==> src/rtl/lc3b_pipe_pkg.sv <==
// rtl/lc3b_pipe_pkg.sv - Shared LC-3b pipeline encodings: PC mux selects, FE states, reset PC
package lc3b_pipe_pkg;

    localparam logic [1:0] PCMUX_NPC    = 2'd0;
    localparam logic [1:0] PCMUX_TARGET = 2'd1;
    localparam logic [1:0] PCMUX_TRAP   = 2'd2;

    typedef enum logic [1:0] {
        FE_BUSY  = 2'd0,
        FE_HOLD  = 2'd1,
        FE_FLUSH = 2'd2
    } fe_state_e;

    localparam logic [15:0] PC_RESET_DEFAULT = 16'h3000;

endpackage

==> src/rtl/fetch_imem_if.sv <==
// rtl/fetch_imem_if.sv - Instruction memory req/rdy FSM with request address latch and one-word hold buffer
module fetch_imem_if
    import lc3b_pipe_pkg::*;
(
    input  logic        clk,
    input  logic        reset,
    input  logic [15:0] pc_i,
    input  logic        ld_de_i,
    input  logic        br_stall_i,
    input  logic        redirect_i,
    output logic        imem_req_o,
    output logic [15:0] imem_addr_o,
    input  logic        imem_rdy_i,
    input  logic [15:0] imem_rdata_i,
    output logic        deliver_o,
    output logic [15:0] deliver_word_o
);

    fe_state_e   state_q;
    logic        start_q;
    logic        out_q;
    logic [15:0] req_addr_q;
    logic [15:0] buf_q;
    logic        in_busy;
    logic        in_hold;
    logic        in_flush;
    logic        pending;
    logic        rdy;

    assign in_busy  = (state_q == FE_BUSY);
    assign in_hold  = (state_q == FE_HOLD);
    assign in_flush = (state_q == FE_FLUSH);

    // start_q keeps the bus quiet for one cycle so a response to a request
    // abandoned by reset cannot be mistaken for the first fetch.
    assign imem_req_o  = (in_busy & ~br_stall_i & ~start_q) | in_flush;
    assign imem_addr_o = in_flush ? req_addr_q : pc_i;

    // out_q covers a request whose req was dropped by a branch stall after issue.
    assign pending = (in_busy & (imem_req_o | out_q)) | in_flush;
    assign rdy     = imem_rdy_i & pending;

    assign deliver_o      = ~redirect_i & ld_de_i & ~br_stall_i & ((in_busy & rdy) | in_hold);
    assign deliver_word_o = in_hold ? buf_q : imem_rdata_i;

    always_ff @(posedge clk) begin
        if (reset) begin
            state_q    <= FE_BUSY;
            start_q    <= 1'b1;
            out_q      <= 1'b0;
            req_addr_q <= '0;
            buf_q      <= '0;
        end else begin
            start_q <= 1'b0;
            if (in_busy && imem_req_o) begin
                req_addr_q <= pc_i;
            end
            if (redirect_i) begin
                state_q <= (pending && !imem_rdy_i) ? FE_FLUSH : FE_BUSY;
                out_q   <= 1'b0;
            end else begin
                case (state_q)
                    FE_BUSY: begin
                        if (rdy) begin
                            out_q <= 1'b0;
                            if (!br_stall_i && !ld_de_i) begin
                                buf_q   <= imem_rdata_i;
                                state_q <= FE_HOLD;
                            end
                        end else if (imem_req_o) begin
                            out_q <= 1'b1;
                        end
                    end
                    FE_HOLD: begin
                        if (ld_de_i || br_stall_i) begin
                            state_q <= FE_BUSY;
                        end
                    end
                    FE_FLUSH: begin
                        if (imem_rdy_i) begin
                            state_q <= FE_BUSY;
                        end
                    end
                    default: state_q <= FE_BUSY;
                endcase
            end
        end
    end

endmodule

==> src/rtl/fetch_stage.sv <==
// rtl/fetch_stage.sv - LC-3b fetch stage: PC, next-PC mux and DE latches; FETCH_PERF_CNT_EN adds perf counters
module fetch_stage
    import lc3b_pipe_pkg::*;
#(
    parameter logic [15:0] PC_RESET = PC_RESET_DEFAULT
) (
    input  logic        clk,
    input  logic        reset,
    output logic        imem_req,
    output logic [15:0] imem_addr,
    input  logic        imem_rdy,
    input  logic [15:0] imem_rdata,
    input  logic        dep_stall,
    input  logic        mem_stall,
    input  logic        v_de_br_stall,
    input  logic        v_agex_br_stall,
    input  logic        v_mem_br_stall,
    input  logic [1:0]  mem_pcmux,
    input  logic [15:0] target_pc,
    input  logic [15:0] trap_pc,
    output logic [15:0] de_npc,
    output logic [15:0] de_ir,
    output logic        de_v
`ifdef FETCH_PERF_CNT_EN
    ,
    output logic [31:0] perf_fetch_cnt,
    output logic [31:0] perf_bubble_cnt
`endif
);

    logic        ld_de;
    logic        br_stall;
    logic        redirect;
    logic        deliver;
    logic [15:0] deliver_word;
    logic [15:0] pc_q, pc_d;
    logic [15:0] pc_plus2;
    logic [15:0] de_npc_q, de_npc_d;
    logic [15:0] de_ir_q, de_ir_d;
    logic        de_v_q, de_v_d;

    assign ld_de    = ~dep_stall & ~mem_stall;
    assign br_stall = v_de_br_stall | v_agex_br_stall | v_mem_br_stall;
    assign redirect = (mem_pcmux == PCMUX_TARGET) | (mem_pcmux == PCMUX_TRAP);
    assign pc_plus2 = pc_q + 16'd2;

    fetch_imem_if u_imem_if (
        .clk            (clk),
        .reset          (reset),
        .pc_i           (pc_q),
        .ld_de_i        (ld_de),
        .br_stall_i     (br_stall),
        .redirect_i     (redirect),
        .imem_req_o     (imem_req),
        .imem_addr_o    (imem_addr),
        .imem_rdy_i     (imem_rdy),
        .imem_rdata_i   (imem_rdata),
        .deliver_o      (deliver),
        .deliver_word_o (deliver_word)
    );

    always_comb begin
        pc_d     = pc_q;
        de_npc_d = de_npc_q;
        de_ir_d  = de_ir_q;
        de_v_d   = de_v_q;
        // deliver is already suppressed by redirect, so the two never collide
        if (redirect) begin
            pc_d = (mem_pcmux == PCMUX_TRAP) ? trap_pc : target_pc;
        end else if (deliver) begin
            pc_d = pc_plus2;
        end
        if (ld_de) begin
            de_v_d = deliver;
            if (deliver) begin
                de_npc_d = pc_plus2;
                de_ir_d  = deliver_word;
            end
        end
    end

    always_ff @(posedge clk) begin
        if (reset) begin
            pc_q     <= PC_RESET;
            de_npc_q <= '0;
            de_ir_q  <= '0;
            de_v_q   <= 1'b0;
        end else begin
            pc_q     <= pc_d;
            de_npc_q <= de_npc_d;
            de_ir_q  <= de_ir_d;
            de_v_q   <= de_v_d;
        end
    end

    assign de_npc = de_npc_q;
    assign de_ir  = de_ir_q;
    assign de_v   = de_v_q;

`ifdef FETCH_PERF_CNT_EN
    logic [31:0] fetch_cnt_q;
    logic [31:0] bubble_cnt_q;

    always_ff @(posedge clk) begin
        if (reset) begin
            fetch_cnt_q  <= '0;
            bubble_cnt_q <= '0;
        end else begin
            if (deliver) begin
                fetch_cnt_q <= fetch_cnt_q + 32'd1;
            end
            if (ld_de && !deliver) begin
                bubble_cnt_q <= bubble_cnt_q + 32'd1;
            end
        end
    end

    assign perf_fetch_cnt  = fetch_cnt_q;
    assign perf_bubble_cnt = bubble_cnt_q;
`endif

endmodule

==> config.mk <==
export PLATFORM = sky130hd
export DESIGN_NAME = fetch_stage
export DESIGN_NICKNAME = d
export VERILOG_FILES = /design/src/rtl/lc3b_pipe_pkg.sv /design/src/rtl/fetch_imem_if.sv /design/src/rtl/fetch_stage.sv
export SDC_FILE = /design/constraint.sdc
export NUM_CORES = 1
export LEC_CHECK = 0
export CORE_MARGIN = 2
export CORE_UTILIZATION = 25
export DETAILED_ROUTE_END_ITERATION = 8
export GPL_TIMING_DRIVEN = 0
export PLACE_DENSITY = 0.46
export SETUP_SLACK_MARGIN = 0.02
export SYNTH_ARGS = -nofsm -noshare
export SYNTH_HDL_FRONTEND = slang
export SYNTH_SLANG_ARGS = --single-unit
==> constraint.sdc <==
create_clock -name clk -period 2.1 [get_ports clk]
set_clock_uncertainty 0.1 [all_clocks]
set_input_delay 0.21 -clock clk [delete_from_list [all_inputs] [get_ports clk]]
set_output_delay 0.21 -clock clk [all_outputs]
set_load 0.005 [all_outputs]
==> Word-level counts from Yosys, hierarchy flattened <==
Index checks and enable logic that the tools add are counted.
{ "totals": {"ff_bits": 85, "latchBits": 0, "mem_bits_rw": 0, "rom_bits": 0, "in_bits": 58, "output_inout_bits": 50, "elab_cells": 69, "memories": 0} }
{ "op_classes": {"add_sub_neg": 1, "mul": 0, "div": 0, "magnitude_cmp": 0, "n_eq_ne": 8, "shifts": 0, "muxes": 15, "bitwise_logic": 21, "reduce_logical": 15} }
{ "ops": {"columns": ["op", "n"], "rows": [
  ["16-bit 2-to-1 mux", 5],
  ["16-bit by 2-bit adder with 16-bit output (second input constant)", 1],
  ["2-bit 2-to-1 mux", 6],
  ["3-bit by 2-bit != test with 1-bit output (second input constant)", 4],
  ["1-bit AND", 9],
  ["4-bit AND reduction", 2],
  ["1-bit OR", 7],
  ["2-bit case mux with 3 select lines", 1],
  ["1-bit inverter", 5],
  ["2-bit by 1-bit equality test with 1-bit output (second input constant)", 2],
  ["2-bit equality test (second input constant)", 2],
  ["2-bit AND reduction", 2],
  ["2-bit nonzero test", 2],
  ["1-bit logical AND", 3],
  ["1-bit logical NOT", 3],
  ["1-bit 2-to-1 mux", 3],
  ["2-bit logical NOT", 1],
  ["2-bit OR reduction", 1],
  ["1-bit logical OR", 1]
]} }

==> Depth between registers and ports, before layout <==
Gate-level depths: netlist of the first run.
{ "logic_depth": {"ltp_word": 15, "depth_mapped": 8, "mapped_depth_nobuf": 6} }

==> Hierarchy <==
Synthesis of the first run repeated with hierarchy kept, for this count alone.
{ "hier_totals": {"cells_unflattened": 481, "area_unflattened_um2": 4221.5} }
{ "modules_own_cells": {"columns": ["mod", "n_inst", "cells_per_inst", "area_each_um2"], "rows": [
  ["fetch_stage", 1, 284, 2353.5],
  ["fetch_imem_if", 1, 197, 1868.0]
]} }

==> Least setup slack after synthesis of the first run <==
Ideal clock, no wire load.
{ "synth_timing": {"path_type": "register -> register", "from": "register u_imem_if.state_q[1]", "to": "register u_imem_if.buf_q[6]", "t_arrival_ps": 1777, "required_time_ps": 1872, "path_slack_ps": 95, "path_stages_with_launch": 7, "n_path_buf": 1, "synth_period_minus_slack_ps": 2005, "path_cell_list": "dfxtp_1 -> nor4_4 -> nand3_1 -> nor3_4 -> buf_6 -> mux2i_1 -> nor2_1"} }
{ "synth_via": {"elab_chain_len": 9} }
{ "synth_lines": {"columns": ["item", "line", "source"], "rows": [
  ["from (decl)", "fetch_imem_if.sv:19", "fe_state_e state_q;"],
  ["from (signal assigned)", "fetch_imem_if.sv:59", "state_q <= (pending && !imem_rdy_i) ? FE_FLUSH : FE_BUSY;"],
  ["2-bit logical NOT", "fetch_imem_if.sv:30, fetch_imem_if.sv:62", null],
  ["1-bit AND (2 in a row)", "fetch_imem_if.sv:36", "assign imem_req_o = (in_busy & ~br_stall_i & ~start_q) | in_flush;"],
  ["1-bit OR", "fetch_imem_if.sv:36", null],
  ["1-bit OR", "fetch_imem_if.sv:40", "assign pending = (in_busy & (imem_req_o | out_q)) | in_flush;"],
  ["1-bit AND", "fetch_imem_if.sv:40", null],
  ["1-bit OR", "fetch_imem_if.sv:40", null],
  ["1-bit AND", "fetch_imem_if.sv:41", "assign rdy = imem_rdy_i & pending;"],
  ["4-bit AND reduction (no source line) (*)", null, null],
  ["to (signal assigned)", "fetch_imem_if.sv:67", "buf_q <= imem_rdata_i;"],
  ["to (decl)", "fetch_imem_if.sv:23", "logic [15:0] buf_q;"]
]} }
Every way passes the cells marked *; elsewhere a longest branch is shown, timed or not.
A chain may end at the register's enable or synchronous reset.

==> Worst setup path in the final report of the first run <==
{ "layout_timing": {"from": "register u_imem_if.state_q[0]", "to": "output port imem_addr[0]"} }
{ "layout_via": {"elab_chain_len": 2} }
{ "layout_lines": {"columns": ["item", "line", "source"], "rows": [
  ["2-bit equality test", "fetch_imem_if.sv:32", "assign in_flush = (state_q == FE_FLUSH);"],
  ["16-bit 2-to-1 mux", "fetch_imem_if.sv:37", "assign imem_addr_o = in_flush ? req_addr_q : pc_i;"],
  ["to (decl)", "fetch_stage.sv:10", "output logic [15:0] imem_addr,"]
]} }
Every way passes these cells.

==> results.sh, run 1 <==
export IMPL_numCtsBuffers=9
export IMPL_synth_top_area_share_pct=42.8
export IMPL_min_period_ps=2010
export IMPL_cp_depth=5
export IMPL_routabilityCongestion=0.809
export IMPL_worstMarginPinSlew_ps=717
export IMPL_layout_commonest_cell="clkdlybuf4s50_1"
export IMPL_htreeDepth=3
export IMPL_crit_buf_inv=3
export IMPL_hold_slack_ps=355
export IMPL_worstPathCellList="nand2b_4 -> buf_6 -> buf_4 -> mux2_2 -> dlygate4sd2_1"
export IMPL_insertion_delay_ps=340
export IMPL_fin_area_um2=5970
export IMPL_slew_headroom_pct=52.2
export IMPL_critPathLaunchType="flop"
export IMPL_syn_inst=447
export IMPL_cp_slowest_cell="dfxtp_4"
export IMPL_powerDensity_nw_per_um2=642
export IMPL_cts_num_sinks=85
export IMPL_worst_ep_arrival_time_ps=1700
export IMPL_netlist_cell_type_count=37
export IMPL_finalCritPeriodShare_pct=95.9
export IMPL_cts_path_max_buffers=2
export IMPL_crit_path_end_kind="primary output"
export IMPL_min_path_cells=2
export IMPL_dp_worst_setup_slack_ps=-887
export IMPL_start_util_pct=25.3
export IMPL_globalRouteOverflowTotal=0
export IMPL_layout_common_cells="clkdlybuf4s50_1, dfxtp_1, nor2_1"
export IMPL_pin_count=108
export IMPL_rsz0062_at_grt="true"
export IMPL_antenna_found_initial=0
export IMPL_grt_pass1_vias=3669
export IMPL_drive_gt1_share_pct=16.6
export IMPL_dpl_cell_area_um2=5310
export IMPL_die_h_um=130
export IMPL_ys_seq_area_share_pct=42.8
export IMPL_dieArea_um2=16900
export IMPL_synth_area_um2=3970
export IMPL_via_per_inst=4.61
export IMPL_dp_cells=770
export IMPL_wl_um=13000
export IMPL_ir_worst_vdd_mv=0.393
export IMPL_die_w_um=130
export IMPL_async_flop_share_pct=0
export IMPL_routedWlPerCell_um=16.2
export IMPL_slew_viol_final=0
export IMPL_clock_root_buffer="clkbuf_16"
export IMPL_antenna_cells=0
export IMPL_status="complete, no violations"
export IMPL_path_class="reg2out"
export IMPL_finalSetupTns_ps=0
export IMPL_core_um2=15700
export IMPL_crit_required_ps=1790
export IMPL_r2r_cells=6
export IMPL_ant_nets=0
export IMPL_synth_area_leaders="dfxtp_1, mux2i_1, a211oi_1"
export IMPL_drc=0
export IMPL_ys_flop_type="dfxtp_1"
export IMPL_track_usage_pct=15.6
export IMPL_synth_top_cell_by_area="dfxtp_1"
export IMPL_synth_edf_count=0
export IMPL_finalHoldViolations=0
export IMPL_crit_family="buffers and inverters"
export IMPL_hold_class="reg2reg"
export IMPL_fmax_ghz=0.497
export IMPL_path_clk_slew_ps=60
export IMPL_final_cells=805
export IMPL_finalNetCount=644
export IMPL_cts_tree="done"
export IMPL_num_rows=46
export IMPL_crit_fanout=5
export IMPL_first_iter_violations=244
export IMPL_port_buffers=107
export IMPL_area_growth_pct=50.2
export IMPL_synth_avg_cell_area_um2=8.88
export IMPL_power_leakage_nw=2.21
export IMPL_cts_hold_buf=0
export IMPL_grt_max_degree=18
export IMPL_ys_ff_latch=85
export IMPL_syn_nets=507
export IMPL_slowest_delay_ps=370
export IMPL_hpwl_um=9590
export IMPL_grt_pass1_wl_um=19900
export IMPL_vias=3714
export IMPL_final_setup_viol_count=0
export IMPL_drt_pre_antenna_iters=4
export IMPL_setup_ws_ps=86.7
export IMPL_synth_warnings=0
export IMPL_maxCapViolations=0
-- metrics by stage --
stage / power [W] / util, %
global placement: 0.00223 / 33.8
finish: 0.00383 / 38.0
global route: 0.00399 / 38.0
detailed placement: 0.00224 / 33.8
floorplan: 0.00195 / -
CTS: 0.00386 / 36.5
-- where the power goes --
part	switching, W	internal [W]
Clock	0.000666	0.000957
Combinational	0.000243	0.000260
Sequential	0.0000550	0.00165
Total	0.000965	0.00287
-- layer usage --
metal  global-route usage (%)  up-vias  routed length, um
li1                         -     1845                  -
met1                     20.6     1758               5760
met2                     25.6       96               6320
met3                     2.21       15                726
met4                     6.77        0                223
met5                        0        -                  0
-- state kept, by name, indices dropped and copies added, names as in the netlist, 2 cells and up --
name                  flops
de_ir                    16
de_npc                   16
pc_q                     16
u_imem_if.buf_q          16
u_imem_if.req_addr_q     16
u_imem_if.state_q         2
-- final cells by class --
type / count / area [um2]
buffer: 31 / 179
sequential: 85 / 1710
tap: 216 / 270
clock inverter: 5 / 58.8
clock buffer: 11 / 243
inverter: 3 / 11.3
fill: 1572 / 9750
multi-input combinational: 321 / 2210
timing repair buffer: 133 / 1280
-- Yosys cell counts, types with 2 or more instances --
library cell,count
nor3b_1,2
nor4_1,3
nand2_1,47
or2_2,3
xnor2_1,10
mux2i_1,38
nand3_1,15
nand2b_1,5
xor2_1,13
ha_1,2
a221oi_1,2
a211oi_1,48
clkbuf_1,29
a21oi_1,21
dfxtp_1,85
or3_1,2
nor2_1,57
mux2_2,16
buf_2,6
and3_1,3
o22ai_1,2
buf_1,2
nand4_1,5
a311oi_1,2
inv_1,3
nor2b_1,10
nor3_1,6
-- worst paths after layout --
check                           slack [ps]            startpoint           end
worst max-delay path                    90  u_imem_if.state_q[0]  imem_addr[0]
worst min register to register         360             de_npc[0]     de_npc[0]
worst max register to register          90               pc_q[7]      pc_q[14]
worst min-delay path                   360             de_npc[0]     de_npc[0]
-- what timing repair did --
item	4_1_cts	5_1_grt
resized for setup	42	44
setup endpoints to repair	91	76
gates cloned	0	1
pin swaps	4	3
setup buffers	11	14
-- cells by family after synthesis --
logic type	count (synthesis)	synth area share [%]
simple gates	162	19.2
flops	85	42.8
compound gates	80	13.9
mux	54	14.1
buf+inv	41	4.25
xor+xnor	23	5.07
fa+ha+maj	2	0.630
-- worst register-to-register path, stage by stage (launching register included) --
cell	delay, ps
dfxtp_1	300
buf_2	200
nand4_1	210
nor4_4	310
nand3_1	180
or3_1	380
a311oi_1	240
Note: power is estimated with default switching activity, not from simulation.
==> run 2: changes to the inputs <==
Settings changed: TNS_END_PERCENT from default to 30.
==> run 2 against run 1 <==
  * Non-clock buffer count down 4
  * Final area down 0.84%
  * First-iteration DRC count down 13%
  * Final cell count down 0.50%
  * Setup slack worse by 15 ps
  * Clock power about the same
  * Combinational power about the same
  * Utilization down 0.32 points
  * Global-route usage about the same
  * Power up 0.11%
  * Largest power group unchanged
  * Highest routed layer unchanged
==> results.sh, run 2 (same netlist as run 1, synthesis figures left out) <==
export IMPL_status="complete, no violations"
export IMPL_dieArea_um2=16900
export IMPL_worstPathCellList="nand2b_4 -> buf_6 -> buf_4 -> mux2_4 -> dlygate4sd2_1"
export IMPL_rsz0062_at_grt="true"
export IMPL_ant_nets=0
export IMPL_grt_max_degree=18
export IMPL_grt_pass1_wl_um=19900
export IMPL_switchingPower_w=0.000968
export IMPL_num_rows=46
export IMPL_dp_worst_setup_slack_ps=-887
export IMPL_drc=0
export IMPL_clock_root_buffer="clkbuf_16"
export IMPL_finalNetCount=640
export IMPL_drive_gt1_share_pct=16.2
export IMPL_hold_class="reg2reg"
export IMPL_crit_path_end_kind="primary output"
export IMPL_area_growth_pct=49.0
export IMPL_p_seq_share_pct=44.4
export IMPL_min_path_cells=2
export IMPL_path_class="reg2out"
export IMPL_r2r_cells=5
export IMPL_cts_tree="done"
export IMPL_vias=3683
export IMPL_htreeDepth=3
export IMPL_finalHoldViolations=0
export IMPL_wl_um=13000
export IMPL_numCtsBuffers=9
export IMPL_layout_commonest_cell="clkdlybuf4s50_1"
export IMPL_via_per_inst=4.60
export IMPL_crit_fanout=6
export IMPL_cts_num_sinks=85
export IMPL_setup_ws_ps=72.1
export IMPL_pin_count=108
export IMPL_first_iter_violations=213
export IMPL_finalCritPeriodShare_pct=96.6
export IMPL_hold_start="u_imem_if.req_addr_q[13]"
export IMPL_final_cells=801
export IMPL_slowest_delay_ps=370
export IMPL_min_period_ps=2030
export IMPL_die_h_um=130
export IMPL_intPower_w=0.00287
export IMPL_fin_util_pct=37.6
export IMPL_holdPathEnd="u_imem_if.req_addr_q[13]"
export IMPL_fin_total_pwr_w=0.00384
export IMPL_grt_pass1_vias=3653
export IMPL_critPathLaunchType="flop"
export IMPL_r2r_start="pc_q[6]"
export IMPL_slew_viol_final=0
export IMPL_drt_pre_antenna_iters=4
export IMPL_cp_slowest_cell="dfxtp_4"
export IMPL_power_leakage_nw=2.19
export IMPL_track_usage_pct=15.6
export IMPL_maxCapViolations=0
export IMPL_hold_slack_ps=354
export IMPL_layout_common_cells="clkdlybuf4s50_1, dfxtp_1, nor2_1"
export IMPL_routedWlPerCell_um=16.2
export IMPL_die_w_um=130
export IMPL_cts_hold_buf=0
export IMPL_worstMarginPinSlew_ps=680
export IMPL_worstReg2RegEnd="pc_q[14]"
export IMPL_antenna_cells=0
export IMPL_powerDensity_nw_per_um2=648
export IMPL_globalRouteOverflowTotal=0
export IMPL_switching_share_pct=25.2
export IMPL_final_setup_viol_count=0
export IMPL_path_clk_slew_ps=60
export IMPL_p_comb_share_pct=13.2
export IMPL_worst_ep_arrival_time_ps=1720
export IMPL_crit_required_ps=1790
export IMPL_dp_cells=770
export IMPL_n_fill_cell=1575
export IMPL_routabilityCongestion=0.809
export IMPL_core_um2=15700
export IMPL_ir_worst_vdd_mv=0.394
export IMPL_port_buffers=107
export IMPL_fmax_ghz=0.493
export IMPL_hpwl_um=9590
export IMPL_insertion_delay_ps=340
export IMPL_p_clk_share_pct=42.5
export IMPL_slew_headroom_pct=54.7
export IMPL_worst_r2r_setup_slack_ps=100
export IMPL_antenna_found_initial=0
export IMPL_start_util_pct=25.3
export IMPL_cts_path_max_buffers=2
run 2: cell types whose count changed in the layout (fill, tap and decap cells not counted), moves of 2 or more:
| cell | previous run | this run |
|---|---|---|
| buf_6 | 9 | 6 |
| clkdlybuf4s15_1 | 2 | 4 |
| dfxtp_1 | 81 | 79 |
| clkbuf_2 | 6 | 8 |
| buf_4 | 20 | 18 |
| dlygate4sd2_1 | 14 | 12 |
| dfxtp_2 | 2 | 4 |
run 2: final cells by class:
class	count	area [um2]	area share, %
flip-flops and latches	85	1710	29.0
plain buffers	32	170	2.88
inverters	3	11.3	0.190
clock inverters	5	58.8	0.994
well taps	216	270	4.57
repair buffers	128	1240	21.0
multi-input cells	321	2210	37.3
clock buffers	11	243	4.10
run 2: metal layers:
| layer | share of wire, % | GRT usage, % | routed length [um] | vias up |
|---|---|---|---|---|
| met4 | 1.8 | 5.88 | 233 | 0 |
| met2 | 48 | 25.8 | 6300 | 114 |
| met3 | 4.7 | 2.58 | 611 | 16 |
| li1 | - | - | - | 1837 |
| met1 | 45 | 20.6 | 5850 | 1716 |
| met5 | 0 | 0 | 0 | - |
run 2: how the worst max path moves through the flow:
stage / startpoint / endpoint / slack (ps) / cells after the start
after floorplan: u_imem_if.state_q[1] / u_imem_if.buf_q[6] / 100 / 6
after global placement: v_agex_br_stall / imem_req / -880 / 6
after detailed placement: v_agex_br_stall / imem_req / -890 / 6
after CTS: v_mem_br_stall / imem_req / -80 / 6
after global routing: dep_stall / de_ir[3] / -20 / 8
final: u_imem_if.state_q[0] / imem_addr[4] / 70 / 5
run 2: critical path, delay by kind of cell (launching register included):
family	cells	cell delay, ps
buffers and inverters	3	540
flip-flops	1	370
multiplexers	1	300
AND/OR/NAND/NOR	1	170
run 2: through the flow:
stage,setup TNS (ps),instance area (um2)
2_1_floorplan,0,3970
3_3_place_gp,-48360,5310
3_5_place_dp,-50060,5310
4_1_cts,-148,5740
5_1_grt,-51.1,5920
6_report,0,5920
run 2: power by group through the flow:
| stage | Combinational, W | Clock (W) | Sequential (W) |
|---|---|---|---|
| final | 0.000505 | 0.00163 | 0.00170 |
| after global routing | 0.000550 | 0.00174 | 0.00171 |
| after CTS | 0.000501 | 0.00166 | 0.00169 |
| after detailed placement | 0.000509 | 0 | 0.00173 |
| after global placement | 0.000506 | 0 | 0.00173 |
| after floorplan | 0.000239 | 0 | 0.00172 |
run 2: repair_timing:
action / in CTS / in global routing
resized for setup: 43 / 41
cloned: 0 / 1
setup endpoints to repair: 91 / 74
pin swaps: 4 / 3
setup buffers: 10 / 10
==> run 3: changes to the inputs <==
Settings changed: SETUP_SLACK_MARGIN 0.02 to 0.5.
==> run 3 against run 2 <==
  * Die area unchanged
  * Sequential power about the same
  * Clock-buffer cell count rose by 2
  * Hold slack got worse by 0.64 ps
  * Setup slack gained 16 ps
  * Sequential share of layout area down 2.3 points
  * Routed wire length is 4.0% higher
  * Flip-flop and latch count unchanged
  * Combinational power is 17% higher
==> results.sh, run 3 (same netlist as run 1, synthesis figures left out) <==
export IMPL_status="complete, no violations"
export IMPL_cts_hold_buf=0
export IMPL_dieArea_um2=16900
export IMPL_path_class="reg2out"
export IMPL_die_h_um=130
export IMPL_antenna_found_initial=0
export IMPL_grt_pass1_vias=3648
export IMPL_crit_required_ps=1790
export IMPL_layout_common_cells="clkdlybuf4s50_1, dfxtp_1, nor2_1"
export IMPL_via_per_inst=4.54
export IMPL_area_growth_pct=62.4
export IMPL_hold_class="reg2reg"
export IMPL_r2r_cells=7
export IMPL_vias=3756
export IMPL_worst_r2r_setup_slack_ps=170
export IMPL_fin_util_pct=41.1
export IMPL_r2r_start="u_imem_if.state_q[0]"
export IMPL_crit_family="buffers and inverters"
export IMPL_hold_start="u_imem_if.req_addr_q[10]"
export IMPL_globalRouteOverflowTotal=0
export IMPL_drc=0
export IMPL_cp_slowest_cell="dfxtp_4"
export IMPL_die_w_um=130
export IMPL_clock_root_buffer="clkbuf_16"
export IMPL_worstMarginPinSlew_ps=611
export IMPL_hpwl_um=9500
export IMPL_dpl_cell_area_um2=5390
export IMPL_pin_count=108
export IMPL_holdPathEnd="u_imem_if.req_addr_q[10]"
export IMPL_ir_worst_vdd_mv=0.428
export IMPL_num_rows=46
export IMPL_powerDensity_nw_per_um2=595
export IMPL_routedWlPerCell_um=16.3
export IMPL_drt_pre_antenna_iters=4
export IMPL_worstReg2RegEnd="pc_q[10]"
export IMPL_crit_path_end_kind="primary output"
export IMPL_ant_nets=0
export IMPL_min_path_cells=2
export IMPL_port_buffers=107
export IMPL_worst_ep_arrival_time_ps=1700
export IMPL_finalHoldViolations=0
export IMPL_finalCritPeriodShare_pct=95.8
export IMPL_cts_tree="done"
export IMPL_htreeDepth=3
export IMPL_finalNetCount=667
export IMPL_critPathLaunchType="flop"
export IMPL_layout_commonest_cell="clkdlybuf4s50_1"
export IMPL_crit_fanout=3
export IMPL_start_util_pct=25.3
export IMPL_slew_viol_final=0
export IMPL_crit_top_cell="buf_6"
export IMPL_finalSetupTns_ps=0
export IMPL_numCtsBuffers=9
export IMPL_fin_area_um2=6450
export IMPL_fin_total_pwr_w=0.00384
export IMPL_worstPathCellList="nand2b_4 -> buf_8 -> buf_12 -> buf_16 -> buf_6 -> mux2_4 -> buf_6"
export IMPL_antenna_cells=0
export IMPL_crit_buf_inv=5
export IMPL_maxCapViolations=0
export IMPL_cts_path_max_buffers=2
export IMPL_cts_num_sinks=85
export IMPL_grt_max_degree=14
export IMPL_grt_pass1_wl_um=20300
export IMPL_first_iter_violations=172
export IMPL_track_usage_pct=16.0
export IMPL_rsz0062_at_grt="true"
export IMPL_routabilityCongestion=0.821
export IMPL_n_fill_cell=1566
export IMPL_drive_gt1_share_pct=26.1
export IMPL_wl_um=13500
export IMPL_insertion_delay_ps=340
export IMPL_min_period_ps=2010
export IMPL_path_clk_slew_ps=60
export IMPL_final_setup_viol_count=0
export IMPL_core_um2=15700
export IMPL_slowest_delay_ps=340
export IMPL_power_leakage_nw=2.47
export IMPL_fmax_ghz=0.497
export IMPL_slew_headroom_pct=59.3
==> run 3: changes by cell type in the layout (fill, tap and decap cells not counted), moves of 4 or more <==
| cell | previous run | this run |
|---|---|---|
| a211oi_1 | 47 | 43 |
| a211oi_2 | 1 | 5 |
| buf_12 | 0 | 6 |
| buf_2 | 5 | 9 |
| buf_4 | 18 | 31 |
| buf_6 | 6 | 15 |
| clkbuf_1 | 14 | 7 |
| clkbuf_8 | 1 | 10 |
| clkdlybuf4s15_1 | 4 | 0 |
| dlygate4sd2_1 | 12 | 5 |
| mux2_2 | 15 | 10 |
| mux2_4 | 1 | 6 |
==> run 3: through the flow <==
stage | worst slack (ps) | instances | hold WS [ps]
2_1_floorplan | 226 | 447 | 138
3_3_place_gp | -918 | 770 | 340
3_5_place_dp | -922 | 770 | 347
4_1_cts | 53.6 | 814 | 355
5_1_grt | 55.7 | 828 | 369
6_report | 88.0 | 828 | 353
==> run 3: worst max-delay path by stage <==
stage	from	endpoint	cells after the start
2_1_floorplan	v_mem_br_stall	u_imem_if.buf_q[6]	6
3_3_place_gp	v_mem_br_stall	imem_req	6
3_5_place_dp	v_mem_br_stall	imem_req	6
4_1_cts	u_imem_if.state_q[0]	imem_addr[14]	7
5_1_grt	u_imem_if.state_q[0]	imem_addr[14]	7
6_report	u_imem_if.state_q[0]	imem_addr[14]	7
==> run 3: worst min-delay path: cells and delay by family, from the launching register on <==
family,cells,cell delay (ps)
compound gates,1,50
simple gates,1,50
flops,1,310
==> run 3: final cells by class <==
cell class | count | area, um2 | area share (%)
Clock inverter | 3 | 18.8 | 0.291
Clock buffer | 13 | 270 | 4.19
Multi-Input combinational cell | 321 | 2320 | 35.9
Tap cell | 216 | 270 | 4.19
Timing Repair Buffer | 149 | 1480 | 22.9
Buffer | 38 | 370 | 5.74
Sequential cell | 85 | 1720 | 26.6
Inverter | 3 | 11.3 | 0.175
==> run 3: per-layer routing <==
metal  vias up  track usage (%)  share of wire, %
li1       1890                -                 -
met1      1772             21.6                45
met2        83             26.4                49
met3        11             2.75               4.5
met4         0             4.55               1.2
met5         -                0                 0
==> run 3: power breakdown <==
part           total, W  switching [W]  internal [W]
clock           0.00155       0.000652      0.000897
combinational  0.000591       0.000275      0.000315
sequential      0.00170      0.0000455       0.00165
total           0.00384       0.000972       0.00286
==> run 3: repair_timing <==
action                     CTS  global route
setup endpoints to repair   99            98
setup buffers               26            12
gates cloned                 2             2
pin swaps                   11            14
gates resized for setup    125            68
